### src/rtl/fwd_hazard_ctrl_if.sv
// Bundle of ID-stage control inputs and forwarding/hazard outputs exchanged
// between the pipeline front end and the forwarding/hazard controller.
interface fwd_hazard_if #(
  parameter int RA_W  = 5,
  parameter int CNT_W = 32
);
  logic             id_valid_i;
  logic [RA_W-1:0]  id_rs1_i;
  logic [RA_W-1:0]  id_rs2_i;
  logic             id_use1_i;
  logic             id_use2_i;
  logic [RA_W-1:0]  id_rd_i;
  logic             id_regwr_i;
  logic             id_memrd_i;
  logic             flush_i;
  logic [1:0]       fwd_a_o;
  logic [1:0]       fwd_b_o;
  logic             stall_o;
  logic             bubble_o;
  logic [CNT_W-1:0] stall_cnt_o;

  // pipeline side: presents the ID instruction, consumes the controls
  modport master (
    output id_valid_i, id_rs1_i, id_rs2_i, id_use1_i, id_use2_i,
    output id_rd_i, id_regwr_i, id_memrd_i, flush_i,
    input  fwd_a_o, fwd_b_o, stall_o, bubble_o, stall_cnt_o
  );

  // controller side
  modport slave (
    input  id_valid_i, id_rs1_i, id_rs2_i, id_use1_i, id_use2_i,
    input  id_rd_i, id_regwr_i, id_memrd_i, flush_i,
    output fwd_a_o, fwd_b_o, stall_o, bubble_o, stall_cnt_o
  );
endinterface

### src/rtl/fwd_hazard_ctrl.sv
// Forwarding and hazard controller for a 5-stage pipeline.
// Tracks the control fields of the instructions in EX and MEM, drives the
// registered EX operand-mux selects, and generates load-use / RAW stalls.
// The MEM/WB producer is resolved at the edge its consumer enters EX, so no
// WB-stage state is needed beyond what the registered selects already hold.
module fwd_hazard_ctrl #(
  parameter int RA_W   = 5,
  parameter int CNT_W  = 32,
  parameter bit FWD_EN = 1'b1
) (
  input logic          clk_i,
  input logic          rst_i,
  fwd_hazard_if.slave  bus
);

  localparam logic [RA_W-1:0]  REG_X0  = {RA_W{1'b0}};
  localparam logic [CNT_W-1:0] CNT_MAX = {CNT_W{1'b1}};
  localparam logic [CNT_W-1:0] CNT_ONE = {{(CNT_W-1){1'b0}}, 1'b1};

  localparam logic [1:0] SEL_RF  = 2'b00;
  localparam logic [1:0] SEL_WB  = 2'b01;
  localparam logic [1:0] SEL_MEM = 2'b10;

  // shadow of the instruction in EX
  logic            ex_valid_r;
  logic [RA_W-1:0] ex_rd_r;
  logic            ex_regwr_r;
  logic            ex_memrd_r;
  // shadow of the instruction in MEM
  logic            mem_valid_r;
  logic [RA_W-1:0] mem_rd_r;
  logic            mem_regwr_r;

  logic [1:0]       fwd_a_r;
  logic [1:0]       fwd_b_r;
  logic [CNT_W-1:0] stall_cnt_r;

  logic       ex_hit1_s;
  logic       ex_hit2_s;
  logic       mem_hit1_s;
  logic       mem_hit2_s;
  logic       raw_s;
  logic       stall_s;
  logic       bubble_s;
  logic       enter_s;
  logic [1:0] fwd_a_s;
  logic [1:0] fwd_b_s;

  // A stage produces r only if it is real, writes a register, and r is not x0.
  function automatic logic writes_reg(input logic            valid,
                                      input logic            regwr,
                                      input logic [RA_W-1:0] rd,
                                      input logic [RA_W-1:0] r);
    return valid && regwr && (rd == r) && (r != REG_X0);
  endfunction

  // dependency detection of the ID instruction against EX and MEM, stall and bubble
  always_comb begin
    ex_hit1_s  = bus.id_use1_i && writes_reg(ex_valid_r,  ex_regwr_r,  ex_rd_r,  bus.id_rs1_i);
    ex_hit2_s  = bus.id_use2_i && writes_reg(ex_valid_r,  ex_regwr_r,  ex_rd_r,  bus.id_rs2_i);
    mem_hit1_s = bus.id_use1_i && writes_reg(mem_valid_r, mem_regwr_r, mem_rd_r, bus.id_rs1_i);
    mem_hit2_s = bus.id_use2_i && writes_reg(mem_valid_r, mem_regwr_r, mem_rd_r, bus.id_rs2_i);
    if (FWD_EN) begin
      // only a load in EX cannot be forwarded in time
      raw_s = (ex_hit1_s || ex_hit2_s) && ex_memrd_r;
    end else begin
      // without forwarding, wait until the producer reaches WB
      raw_s = ex_hit1_s || ex_hit2_s || mem_hit1_s || mem_hit2_s;
    end
    // a flushed instruction is killed, so it never stalls
    stall_s  = bus.id_valid_i && !bus.flush_i && raw_s;
    bubble_s = stall_s || bus.flush_i;
    enter_s  = bus.id_valid_i && !bubble_s;
  end

  // next operand selects for the instruction entering EX; nearest producer wins
  always_comb begin
    fwd_a_s = SEL_RF;
    fwd_b_s = SEL_RF;
    if (FWD_EN && enter_s) begin
      if (ex_hit1_s) begin
        fwd_a_s = SEL_MEM;
      end else if (mem_hit1_s) begin
        fwd_a_s = SEL_WB;
      end else begin
        fwd_a_s = SEL_RF;
      end
      if (ex_hit2_s) begin
        fwd_b_s = SEL_MEM;
      end else if (mem_hit2_s) begin
        fwd_b_s = SEL_WB;
      end else begin
        fwd_b_s = SEL_RF;
      end
    end else begin
      fwd_a_s = SEL_RF;
      fwd_b_s = SEL_RF;
    end
  end

  // advance the shadow stages and register the selects
  always_ff @(posedge clk_i or negedge rst_i) begin
    if (!rst_i) begin
      ex_valid_r  <= 1'b0;
      ex_rd_r     <= REG_X0;
      ex_regwr_r  <= 1'b0;
      ex_memrd_r  <= 1'b0;
      mem_valid_r <= 1'b0;
      mem_rd_r    <= REG_X0;
      mem_regwr_r <= 1'b0;
      fwd_a_r     <= SEL_RF;
      fwd_b_r     <= SEL_RF;
    end else begin
      ex_valid_r  <= enter_s;
      ex_rd_r     <= bus.id_rd_i;
      ex_regwr_r  <= bus.id_regwr_i;
      ex_memrd_r  <= bus.id_memrd_i;
      mem_valid_r <= ex_valid_r;
      mem_rd_r    <= ex_rd_r;
      mem_regwr_r <= ex_regwr_r;
      fwd_a_r     <= fwd_a_s;
      fwd_b_r     <= fwd_b_s;
    end
  end

  // saturating count of stalled cycles
  always_ff @(posedge clk_i or negedge rst_i) begin
    if (!rst_i) begin
      stall_cnt_r <= {CNT_W{1'b0}};
    end else if (stall_s && (stall_cnt_r != CNT_MAX)) begin
      stall_cnt_r <= stall_cnt_r + CNT_ONE;
    end else begin
      stall_cnt_r <= stall_cnt_r;
    end
  end

  assign bus.fwd_a_o     = fwd_a_r;
  assign bus.fwd_b_o     = fwd_b_r;
  assign bus.stall_o     = stall_s;
  assign bus.bubble_o    = bubble_s;
  assign bus.stall_cnt_o = stall_cnt_r;

endmodule

### src/flat_wrapper.sv
// flat-port wrapper written by rule: the top's interface ports become plain ports
module fwd_hazard_ctrl_flat 
#(
  parameter int RA_W   = 5,
  parameter int CNT_W  = 32,
  parameter bit FWD_EN = 1'b1
)
  (clk_i, rst_i, bus_id_valid_i, bus_id_rs1_i, bus_id_rs2_i, bus_id_use1_i, bus_id_use2_i, bus_id_rd_i, bus_id_regwr_i, bus_id_memrd_i, bus_flush_i, bus_fwd_a_o, bus_fwd_b_o, bus_stall_o, bus_bubble_o, bus_stall_cnt_o);
  fwd_hazard_if #(.RA_W(RA_W), .CNT_W(CNT_W)) bus_i ();
  input logic clk_i;
  input logic rst_i;
  input wire logic [$bits(bus_i.id_valid_i)-1:0] bus_id_valid_i;
  input wire logic [$bits(bus_i.id_rs1_i)-1:0] bus_id_rs1_i;
  input wire logic [$bits(bus_i.id_rs2_i)-1:0] bus_id_rs2_i;
  input wire logic [$bits(bus_i.id_use1_i)-1:0] bus_id_use1_i;
  input wire logic [$bits(bus_i.id_use2_i)-1:0] bus_id_use2_i;
  input wire logic [$bits(bus_i.id_rd_i)-1:0] bus_id_rd_i;
  input wire logic [$bits(bus_i.id_regwr_i)-1:0] bus_id_regwr_i;
  input wire logic [$bits(bus_i.id_memrd_i)-1:0] bus_id_memrd_i;
  input wire logic [$bits(bus_i.flush_i)-1:0] bus_flush_i;
  output wire logic [$bits(bus_i.fwd_a_o)-1:0] bus_fwd_a_o;
  output wire logic [$bits(bus_i.fwd_b_o)-1:0] bus_fwd_b_o;
  output wire logic [$bits(bus_i.stall_o)-1:0] bus_stall_o;
  output wire logic [$bits(bus_i.bubble_o)-1:0] bus_bubble_o;
  output wire logic [$bits(bus_i.stall_cnt_o)-1:0] bus_stall_cnt_o;
  assign bus_i.id_valid_i = bus_id_valid_i;
  assign bus_i.id_rs1_i = bus_id_rs1_i;
  assign bus_i.id_rs2_i = bus_id_rs2_i;
  assign bus_i.id_use1_i = bus_id_use1_i;
  assign bus_i.id_use2_i = bus_id_use2_i;
  assign bus_i.id_rd_i = bus_id_rd_i;
  assign bus_i.id_regwr_i = bus_id_regwr_i;
  assign bus_i.id_memrd_i = bus_id_memrd_i;
  assign bus_i.flush_i = bus_flush_i;
  assign bus_fwd_a_o = bus_i.fwd_a_o;
  assign bus_fwd_b_o = bus_i.fwd_b_o;
  assign bus_stall_o = bus_i.stall_o;
  assign bus_bubble_o = bus_i.bubble_o;
  assign bus_stall_cnt_o = bus_i.stall_cnt_o;
  fwd_hazard_ctrl #(.RA_W(RA_W), .CNT_W(CNT_W), .FWD_EN(FWD_EN)) u_core (.clk_i(clk_i), .rst_i(rst_i), .bus(bus_i));
endmodule
### config.mk
export PLATFORM = sky130hd
export DESIGN_NAME = fwd_hazard_ctrl_flat
export DESIGN_NICKNAME = d
export VERILOG_FILES = /design/src/rtl/fwd_hazard_ctrl_if.sv /design/src/rtl/fwd_hazard_ctrl.sv /design/src/flat_wrapper.sv
export SDC_FILE = /design/constraint.sdc
export NUM_CORES = 1
export LEC_CHECK = 0
export ABC_AREA = 1
export CAP_MARGIN = 20
export CORE_ASPECT_RATIO = 1.75
export CORE_MARGIN = 3
export CORE_UTILIZATION = 52
export DETAILED_ROUTE_END_ITERATION = 6
export HOLD_SLACK_MARGIN = 0.06
export PLACE_DENSITY = 0.8
export SYNTH_ARGS = -nofsm -noshare
export SYNTH_HDL_FRONTEND = slang
export SYNTH_SLANG_ARGS = --single-unit
### constraint.sdc
create_clock -name clk_i -period 2.1 [get_ports clk_i]
set_clock_uncertainty 0.2 [all_clocks]
set_input_delay 0.42 -clock clk_i [delete_from_list [all_inputs] [get_ports clk_i]]
set_output_delay 0.42 -clock clk_i [all_outputs]
set_load 0.005 [all_outputs]
* After elaboration in Yosys (flattened, before gate mapping)
Cells that the tools add are included.
W data, S select, Z words.
** Cells by class
- Add/sub/neg operators :: 1
- $mul :: 0
- Div/mod/pow operators :: 0
- Magnitude comparators :: 0
- Equal/unequal tests :: 5
- Shifts and indexed selects :: 0
- Muxes and demuxes :: 6
- Bitwise logic cells :: 0
- Reduce and logical (&&, ||, !) cells :: 25
** Operators by type and width (count)
- $add A32 B1 Y32 const B :: 1
- $ne A32 B32 Y1 const B :: 1
- $eq A5 B5 Y1 :: 4
- $logic_and A1 B1 Y1 :: 19
- $reduce_bool A5 Y1 :: 2
- $mux W2 :: 4
- $logic_not A1 Y1 :: 2
- $logic_or A1 B1 Y1 :: 2
- $mux W1 :: 2
** Storage, ports and cells
- Bits in registers :: 51
- Bits in latches :: 0
- Bits in writable memories :: 0
- ROM bits :: 0
- Bits of input ports :: 23
- Output and inout port bits :: 38
- Memories :: 0

* Logic depth before layout (Yosys ltp)
Gate-level depths: netlist of run 1.
- Word-level depth :: 11
- Mapped depth :: 11

* Worst setup path before layout of run 1
No wires, ideal clock.
- Path type :: flip-flop to flip-flop
- Start :: register u_core.stall_cnt_r[0] (netlist: u_core.bus.stall_cnt_o[0])
- End :: register u_core.stall_cnt_r[13] (netlist: u_core.bus.stall_cnt_o[13])
- Setup time :: 117 ps
- Data arrival time :: 1580 ps
- Data required time :: 1783 ps
- Setup slack :: 203 ps
- Cell stages (with the launch flop) :: 10
- Buffers on the path :: 1
- Period minus slack after synthesis :: 1897 ps
- Path through :: dfrtp_1 > ha_1 > inv_2 > nor2_4 > nand2_4 > nor2_4 > nand3_4 > buf_2 > nand4_1 > nand2_1
** Between the ends
- Word-level cells in the longest chain between the ends :: 2
- Elaborated cells on any way between the ends :: 3
- Those cells by class :: 1 x add/sub; 1 x eq/ne; 1 x reduce/logical
** Ends and longest elaborated chain
- from (decl) :: RTL line fwd_hazard_ctrl.sv:36 : logic [CNT_W-1:0] stall_cnt_r;
- from (signal assigned) :: RTL line fwd_hazard_ctrl.sv:129 : stall_cnt_r <= {CNT_W{1'b0}};
- from (signal assigned) :: RTL line fwd_hazard_ctrl.sv:131 : stall_cnt_r <= stall_cnt_r + CNT_ONE;
- from (signal assigned) :: RTL line fwd_hazard_ctrl.sv:133 : stall_cnt_r <= stall_cnt_r;
- branches (longest 2 deep; another with $add A32 B1 Y32)
Parallel ways; which one is timed is not known.
A chain may end at the register's enable or synchronous reset.

* Final worst setup path of run 1
- Start :: register u_core.ex_rd_r[4]
- End :: output bus_bubble_o
** Between the ends
- Word-level cells in the longest chain between the ends :: 8
- Elaborated cells on any way between the ends :: 12
- Those cells by class :: 2 x eq/ne; 10 x reduce/logical
** Ends and longest elaborated chain
- from (decl) :: RTL line fwd_hazard_ctrl.sv:26 : logic [RA_W-1:0] ex_rd_r;
- from (signal assigned) :: RTL line fwd_hazard_ctrl.sv:115 : ex_rd_r <= bus.id_rd_i;
- $eq A5 B5 Y1 :: RTL line fwd_hazard_ctrl.sv:54 : return valid && regwr && (rd == r) && (r != REG_X0);
- $logic_and A1 B1 Y1 (2 in a row) :: RTL line fwd_hazard_ctrl.sv:54
- $logic_and A1 B1 Y1 (on tied branches) :: RTL line fwd_hazard_ctrl.sv:59, fwd_hazard_ctrl.sv:60
- $logic_or A1 B1 Y1 * :: RTL line fwd_hazard_ctrl.sv:65 : raw_s = (ex_hit1_s || ex_hit2_s) && ex_memrd_r;
- $logic_and A1 B1 Y1 * :: RTL line fwd_hazard_ctrl.sv:65
- $logic_and A1 B1 Y1 * :: RTL line fwd_hazard_ctrl.sv:71 : stall_s = bus.id_valid_i && !bus.flush_i && raw_s;
- $logic_or A1 B1 Y1 * :: RTL line fwd_hazard_ctrl.sv:72 : bubble_s = stall_s || bus.flush_i;
- to (decl) :: RTL line flat_wrapper.sv:24 : output wire logic [$bits(bus_i.bubble_o)-1:0] bus_bubble_o;
Every way passes the cells marked *; elsewhere a longest branch is shown, timed or not.

==> results of run 1 <==
layout make-up:
class | count | share of cell area [%]
clock buffer | 5 | 1.591
clock inverter | 3 | 1.013
inverter | 30 | 2.604
multi-input combinational | 362 | 41.52
sequential | 51 | 29.54
tap | 78 | 2.257
timing repair buffer | 99 | 21.47
sequential cells by signal (all words and copies together) (netlist names):
signal,cells
u_core.ex_memrd_r,1
u_core.mem_valid_r,1
u_core.bus.stall_cnt_o,32
u_core.bus.fwd_a_o,2
u_core.bus.fwd_b_o,2
u_core.ex_valid_r,1
u_core.mem_regwr_r,1
u_core.mem_rd_r,5
u_core.ex_regwr_r,1
u_core.ex_rd_r,5
layer usage:
layer / up-vias / track usage, % / routed length (um)
met5: - / 0 / 0
met1: 1529 / 29.08 / 3441
met4: 0 / 16.02 / 622
met3: 40 / 5.215 / 575
met2: 131 / 51.36 / 5037
li1: 1642 / - / -
Yosys cell counts, drive strengths merged:
cell | count | area [um^2]
o211ai | 1 | 7.510
a21oi | 1 | 5.000
xor2 | 10 | 87.58
inv | 30 | 112.6
nand2 | 198 | 753.2
nand3 | 11 | 72.57
o21ai | 4 | 20.02
xnor2 | 14 | 122.6
buf | 10 | 65.06
nor3 | 5 | 35.03
nor2 | 64 | 257.8
clkbuf | 2 | 7.510
nand3b | 14 | 105.1
nor4 | 1 | 6.260
dfrtp | 51 | 1276
nand4 | 35 | 219.0
and2 | 1 | 6.260
or2 | 2 | 12.52
ha | 1 | 12.51
logic make-up after synthesis:
| kind of cell | count (synthesis) |
|---|---|
| AOI/OAI and AO/OA | 6 |
| and+or+nand+nor | 331 |
| xor gates and xnor gates | 24 |
| DFF | 51 |
| buffers and inverters | 42 |
| adders and majority gates | 1 |
power by group through the flow:
stage / sequential, mW / clock (mW) / combinational [mW]
finish: 1.01 / 0.682 / 0.183
global route: 1.01 / 0.744 / 0.196
CTS: 1.01 / 0.704 / 0.168
detailed placement: 1.03 / 0 / 0.160
global placement: 1.03 / 0 / 0.155
floorplan: 1.03 / 0 / 0.0565
critical path, cell delays in order, from the launching register on:
cell     delay (ns)
dfrtp_1        0.42
inv_2          0.07
nand2_1        0.06
nand2_1        0.08
nand2_1        0.07
nor2_1         0.11
nand2_1        0.10
buf_4          0.16
nand2_4        0.08
nand2_4        0.07
nand2_2        0.05
buf_2          0.10
how the worst max path moves through the flow:
| stage | start | to | slack, ns | cells after the start |
|---|---|---|---|---|
| floorplan | u_core.bus.stall_cnt_o[0]$_DFFE_PN0P_ | u_core.bus.stall_cnt_o[13]$_DFFE_PN0P_ | 0.20 | 9 |
| global placement | bus_id_rs2_i[0] | bus_bubble_o | -0.58 | 9 |
| detailed placement | bus_id_rs1_i[0] | bus_bubble_o | -0.64 | 9 |
| CTS | u_core.ex_rd_r[3]$_DFF_PN0_ | bus_bubble_o | -0.11 | 9 |
| global route | u_core.ex_rd_r[4]$_DFF_PN0_ | bus_bubble_o | -0.24 | 11 |
| finish | u_core.ex_rd_r[4]$_DFF_PN0_ | bus_bubble_o | -0.19 | 11 |
repair_timing:
| item | 4_1_cts | 5_1_grt |
|---|---|---|
| hold endpoints to repair | 20 | 0 |
| gates resized for setup | 36 | 22 |
| buffers inserted | 24 | 1 |
| endpoints found under the setup margin | 33 | 37 |
| hold buffers | 1 | 0 |
| pin swaps | 16 | 7 |
==> impl_results.md, run 1 <==
* Post-synthesis mux area share at 0%
* Initial antenna violation count at 0
* WP data required at about 1.5 ns
* Critical path peak fanout at 3
* Mapped cell area at approximately 3200 um^2
* Area occupied by multi-input gates at between 1500 and 2000 um^2
* CP endpoint kind: primary output
* Final Instance Count excl. Fillers at roughly 630
* Die area at 7136 um^2
* Combinational power share at 9.8%
* Failing checks: negative setup slack
* DR iter-0 viols at about 150
* Synth Area in Simple Gates at between 40% and 50%
* Adder-cell share of the synthesized area at less than 1%
* Most common cell after layout, fill and taps aside: nand2_1
* Via count at 3,342
* Total Power at 1.876 mW
* CTS root buf: clkbuf_8
* Core area at ~5900 um^2
* PwrDens at 433.8 nW/um^2
* HPWL Detailed at 6743 um
* R2R Setup Slk at -0.09 ns
* Final hold vios at 0
* Avg Cell Area, Syn at ~7 um^2
* CP Data Arrival Time at about 1.7 ns
* Count of pins over their slew limit at 0
* R2R depth at 13
* RSZ-0062 raised after global routing: true
* Post-Syn Nets at between 400 and 500
* Status: finished, violations left
* Cells after DPL at 601
* Drt wl/cell at roughly 15 um
* Clk sinks at 51
* Switching power at 440.2 uW
* Total global-route track usage at 27.91%
* Hold WC Path Type: reg -> reg
* WS Path Type: reg -> out
* Layout area overhead at 35.80%
* Hold_sp: u_core.ex_valid_r$_DFF_PN0_
* Htree depth at 2
* Fin util at between 70% and 80%
* Setup WS pre-CTS at -0.6422 ns
* Number of synthesized register bits at 51
* Overflow after GRT at 0
* I/O Buffers at 60
* Netlist cell types at 30
* Global-route wire length before repair at roughly 15,000 um
* Register area share after synthesis at about two fifths
* FF+latch area at ~1300 um^2
* Most frequent cells in the layout: nand2_1 (191), nor2_1 (56), dfrtp_1 (50), clkdlybuf4s50_1 (45), nand4_1 (35)
* Layout cells sized above 1 at approximately 15%
* Slew @ Worst Pin at between 0.5 and 0.6 ns
* Int Power at around 1.4 mW
* Setup violations, final at 34
* N_diodes at 0
* Switching share of power at around a quarter
* Die H at 109.5 um
* Power share of the clock group at a little over a third
* CTS tree: built
* Synthesis warning total at 0
* Fin crit share at 109.0%
* Initial Utilization at 53.74%
* Post-route cell area at 4324 um^2
* DP Area at around 4000 um^2
* Clk buf depth at 2
* Fin Hold WS at between 0.15 and 0.2 ns
* Worst hold path depth at 0
* Final ANT Viol Nets at 0
* RR Startpoint: u_core.ex_rd_r[4]$_DFF_PN0_
* CTS Buf Count at 5
* Max Cap Viol at 0
* Vias in the first global route at about 3,400
* Cells after synthesis at around 460
* Leak Pwr at slightly above 2 nW
* Clock-pin slew on the worst setup and hold paths at ~0.090 ns
* Post-synthesis compound-gate area fraction at between 1 and 1.5%
* Highest clock rate at around 440 MHz
* Final Critical Period at 2.289 ns
* DR DRC count at 0
* Num rows at 37
* Worst rel slew slack at 66.48%
* Total routed wirelength at 9677 um
* Drt pass-1 iters at 4
* Setup TNS at -2.338 ns
* Crit start category: register
* Gp weighted congestion at 0.9364
* Largest net degree at the start of global routing at 35
* Clock Latency Late Sink at 0.31 ns
* Post-route setup slack at -0.1894 ns
* Fill count at 490
* Vias per cell at around 5.3
* Max IR drop VDD at 0.3945 mV
* Die width at ~65 um
* Hold EP: u_core.mem_valid_r$_DFF_PN0_
* Largest family of logic cells by synthesized area: simple AND/OR/NAND/NOR gates
* Reg power frac at a little over half
* # IOs at 61
* Fraction of synthesized cell area in xor and xnor cells at 6.601%
* Reg2reg end: u_core.bus.stall_cnt_o[5]$_DFFE_PN0P_
* Nets at roughly 570
Power figures use the tool's default switching activity.
==> inputs of run 2 (changes only) <==
Settings changed: CAP_MARGIN 20 to unset.
==> results of run 2 <==
Final layout, timing and power as in run 1 (identical DEF).
==> inputs of run 3 (changes only) <==
Settings changed: CORE_MARGIN 3 to 2, CORE_UTILIZATION 52 to 50, CTS_CLUSTER_SIZE set to 28, PLACE_DENSITY 0.8 to 0.77.
==> run 3 against run 2 <==
Net effect:
- sequential power hardly changed
- non-clock buffer count is 10 lower
- die area is 1.2% lower
- final cell count is 1.3% lower
- flip-flop and latch count stayed put
- via count is 4.1% lower
- clock power is 9.7% lower
- the flow still finishes with violations (negative setup slack)
- maximum frequency is 4.9% higher
- first-iteration DRC count is 27% lower
- core utilization is 5.9 points lower
- hold slack worse by 0.015 ns
==> impl_results.md, run 3 (synthesis results as in run 1) <==
* # IOs at 61 (unchanged)
* Routing usage on met3 at 4.094% (was 5.215%)
* Switching power at 446.2 uW (was 440.2 uW)
* Clock Latency Late Sink at 0.32 ns (was 0.31 ns)
* Leak Pwr at 1.940 nW (was 2.035 nW)
* CTS tree: built (unchanged)
* Via count at 3,206 (was 3,342)
* HPWL Detailed at 6681 um (was 6743 um)
* Initial Utilization at 51.52% (was 53.74%)
* Nets at 563 (was 573)
* Gr busiest metal: met2 (unchanged)
* Drt pass-1 iters at 4 (unchanged)
* Most common cell after layout, fill and taps aside: nand2_1 (unchanged)
* Slew @ Worst Pin at 0.4652 ns (was 0.5028 ns)
* Status: finished, violations left (unchanged)
* Hold WC Path Type: reg -> reg (unchanged)
* Highest clock rate at 458.3 MHz (was 436.8 MHz)
* Met1 usage at 27.15% (was 29.08%)
* Drt wl/cell at 14.30 um (was 15.41 um)
* Max Cap Viol at 0 (unchanged)
* Post-route cell area at 4143 um^2 (was 4324 um^2)
* Htree depth at 2 (unchanged)
* Total global-route track usage at 26.72% (was 27.91%)
* CP endpoint kind: primary output (unchanged)
* Critical path peak fanout at 3 (unchanged)
* Reg power frac at 56.5% (was 53.9%)
* Largest net degree at the start of global routing at 35 (unchanged)
* Power share of the clock group at 34.5% (was 36.4%)
* DR iter-0 viols at 113 (was 154)
* Int Power at 1.341 mW (was 1.435 mW)
* Num rows at 38 (was 37)
* Setup WS pre-CTS at -0.6370 ns (was -0.6422 ns)
* CTS root buf: clkbuf_8 (unchanged)
* Gp weighted congestion at 0.9441 (was 0.9364)
* Vias in the first global route at 3,098 (was 3,359)
* DP Area at 3991 um^2 (was 3974 um^2)
* Setup violations, final at 8 (was 34)
* Combinational power share at 9.0% (was 9.8%)
* Layout area overhead at 30.10% (was 35.80%)
* Clock-pin slew on the worst setup and hold paths at 0.09 ns (about the same)
* Core area at 6181 um^2 (was 5926 um^2)
* I/O Buffers at 60 (unchanged)
* M2 GR Usage at 51.12% (was 51.36%)
* Max IR drop VDD at 0.3715 mV (was 0.3945 mV)
* Layout cells sized above 1 at 10.93% (was 14.55%)
* Final Critical Period at 2.182 ns (was 2.289 ns)
* Worst rel slew slack at 68.99% (was 66.48%)
* Global-route wire length before repair at 14,340 um (was 15,370 um)
* N_diodes at 0 (unchanged)
* Crit start category: input port (was register)
* Overflow after GRT at 0 (unchanged)
* Die width at 64.33 um (was 65.16 um)
* Total routed wirelength at 8864 um (was 9677 um)
* Initial antenna violation count at 0 (unchanged)
* Count of pins over their slew limit at 0 (unchanged)
* Flip-flop count of the largest register after layout at 32 (unchanged)
* Clk sinks at 51 (unchanged)
* Final hold vios at 0 (unchanged)
* Die H at 109.6 um (was 109.5 um)
* WS Path Type: in -> out (was reg -> out)
* WP data required at 1.48 ns (about the same)
* Post-route setup slack at -0.08210 ns (was -0.1894 ns)
* Setup TNS at -0.1887 ns (was -2.338 ns)
* Die area at 7048 um^2 (was 7136 um^2)
* Switching share of power at 24.97% (was 23.47%)
* Vias per cell at 5.171 (was 5.322)
* Clk buf depth at 2 (unchanged)
* RSZ-0062 raised after global routing: true (unchanged)
* Failing checks: negative setup slack (unchanged)
* CTS Buf Count at 5 (unchanged)
* DR DRC count at 0 (unchanged)
* PwrDens at 431.3 nW/um^2 (was 433.8 nW/um^2)
* Final ANT Viol Nets at 0 (unchanged)
* Fin crit share at 103.9% (was 109.0%)
* CP Data Arrival Time at 1.56 ns (was 1.67 ns)
* Most frequent cells in the layout: nand2_1 (193), nor2_1 (59), dfrtp_1 (51), clkdlybuf4s50_1 (45), nand4_1 (35) (was nand2_1 (191), nor2_1 (56), dfrtp_1 (50), clkdlybuf4s50_1 (45), nand4_1 (35))
==> run 3: cell types whose count changed in the layout (fill, tap and decap cells not counted), sizes merged <==
| cell | change |
|---|---|
| buf | -10 |
| bufinv | -1 |
| clkbuf | +1 |
| clkdlybuf4s15 | -1 |
| clkinv | -1 |
| clkinvlp | +1 |
| dlygate4sd2 | +1 |
==> run 3: path summary, 6_finish.rpt <==
check	from	end	slack (ns)	cells after the start
setup / recovery	bus_id_rs2_i[0]	bus_bubble_o	-0.08	9
min in group asynchronous	rst_i	u_core.bus.stall_cnt_o[3]$_DFFE_PN0P_	0.38	2
max in group asynchronous	rst_i	u_core.mem_regwr_r$_DFF_PN0_	0.78	3
hold reg to reg	u_core.ex_regwr_r$_DFF_PN0_	u_core.mem_regwr_r$_DFF_PN0_	0.19	0
hold / removal	u_core.ex_regwr_r$_DFF_PN0_	u_core.mem_regwr_r$_DFF_PN0_	0.19	0
setup reg to reg	u_core.ex_rd_r[0]$_DFF_PN0_	u_core.bus.stall_cnt_o[25]$_DFFE_PN0P_	-0.02	10
==> run 3: through the flow <==
stage               std cells  hold slack, ns  util [%]  power [mW]
floorplan                 455        -0.07559         -       1.083
global placement          605          0.1603     64.57       1.185
detailed placement        605          0.1669     64.57       1.189
CTS                       618          0.1884     66.70       1.802
global route              620          0.2002     67.02       1.864
finish                    620          0.1852     67.02       1.787
==> run 3: layer usage <==
metal	part of all wire (%)	wire length [um]
met4	4.3	378
met1	37	3287
met2	54	4787
met5	0	0
met3	4.6	412
==> run 3: final cells by class <==
cell class | instances | area, um^2
repair buffers | 89 | 804.5
inverters | 30 | 112.6
clock buffers | 6 | 82.58
multi-input cells | 362 | 1750
well taps | 80 | 100.1
clock inverters | 2 | 16.27
fillers | 551 | 2038
flip-flops and latches | 51 | 1276
==> run 3: critical path: stages <==
cell and delay (ns):
dlygate4sd2_1 0.27, or2_1 0.25, nor2_2 0.13, nor2_1 0.06, nand2_1 0.11, nand2_2 0.08
nand2_2 0.07, nand2_1 0.05, buf_2 0.12
==> run 3: what timing repair did <==
item / 4_1_cts / 5_1_grt
cloned: 0 / 0
endpoints found under the setup margin: 33 / 33
endpoints found under the hold margin: 18 / 0
resized for setup: 29 / 3
pin swaps: 14 / 10
setup buffers: 5 / 2
hold buffers: 1 / 0
==> run 3: power groups by stage <==
| stage | Sequential [mW] | Combinational (mW) | Clock, mW |
|---|---|---|---|
| floorplan | 1.03 | 0.0565 | 0 |
| global placement | 1.03 | 0.157 | 0 |
| detailed placement | 1.03 | 0.161 | 0 |
| CTS | 1.01 | 0.160 | 0.633 |
| global route | 1.01 | 0.176 | 0.677 |
| finish | 1.01 | 0.161 | 0.616 |
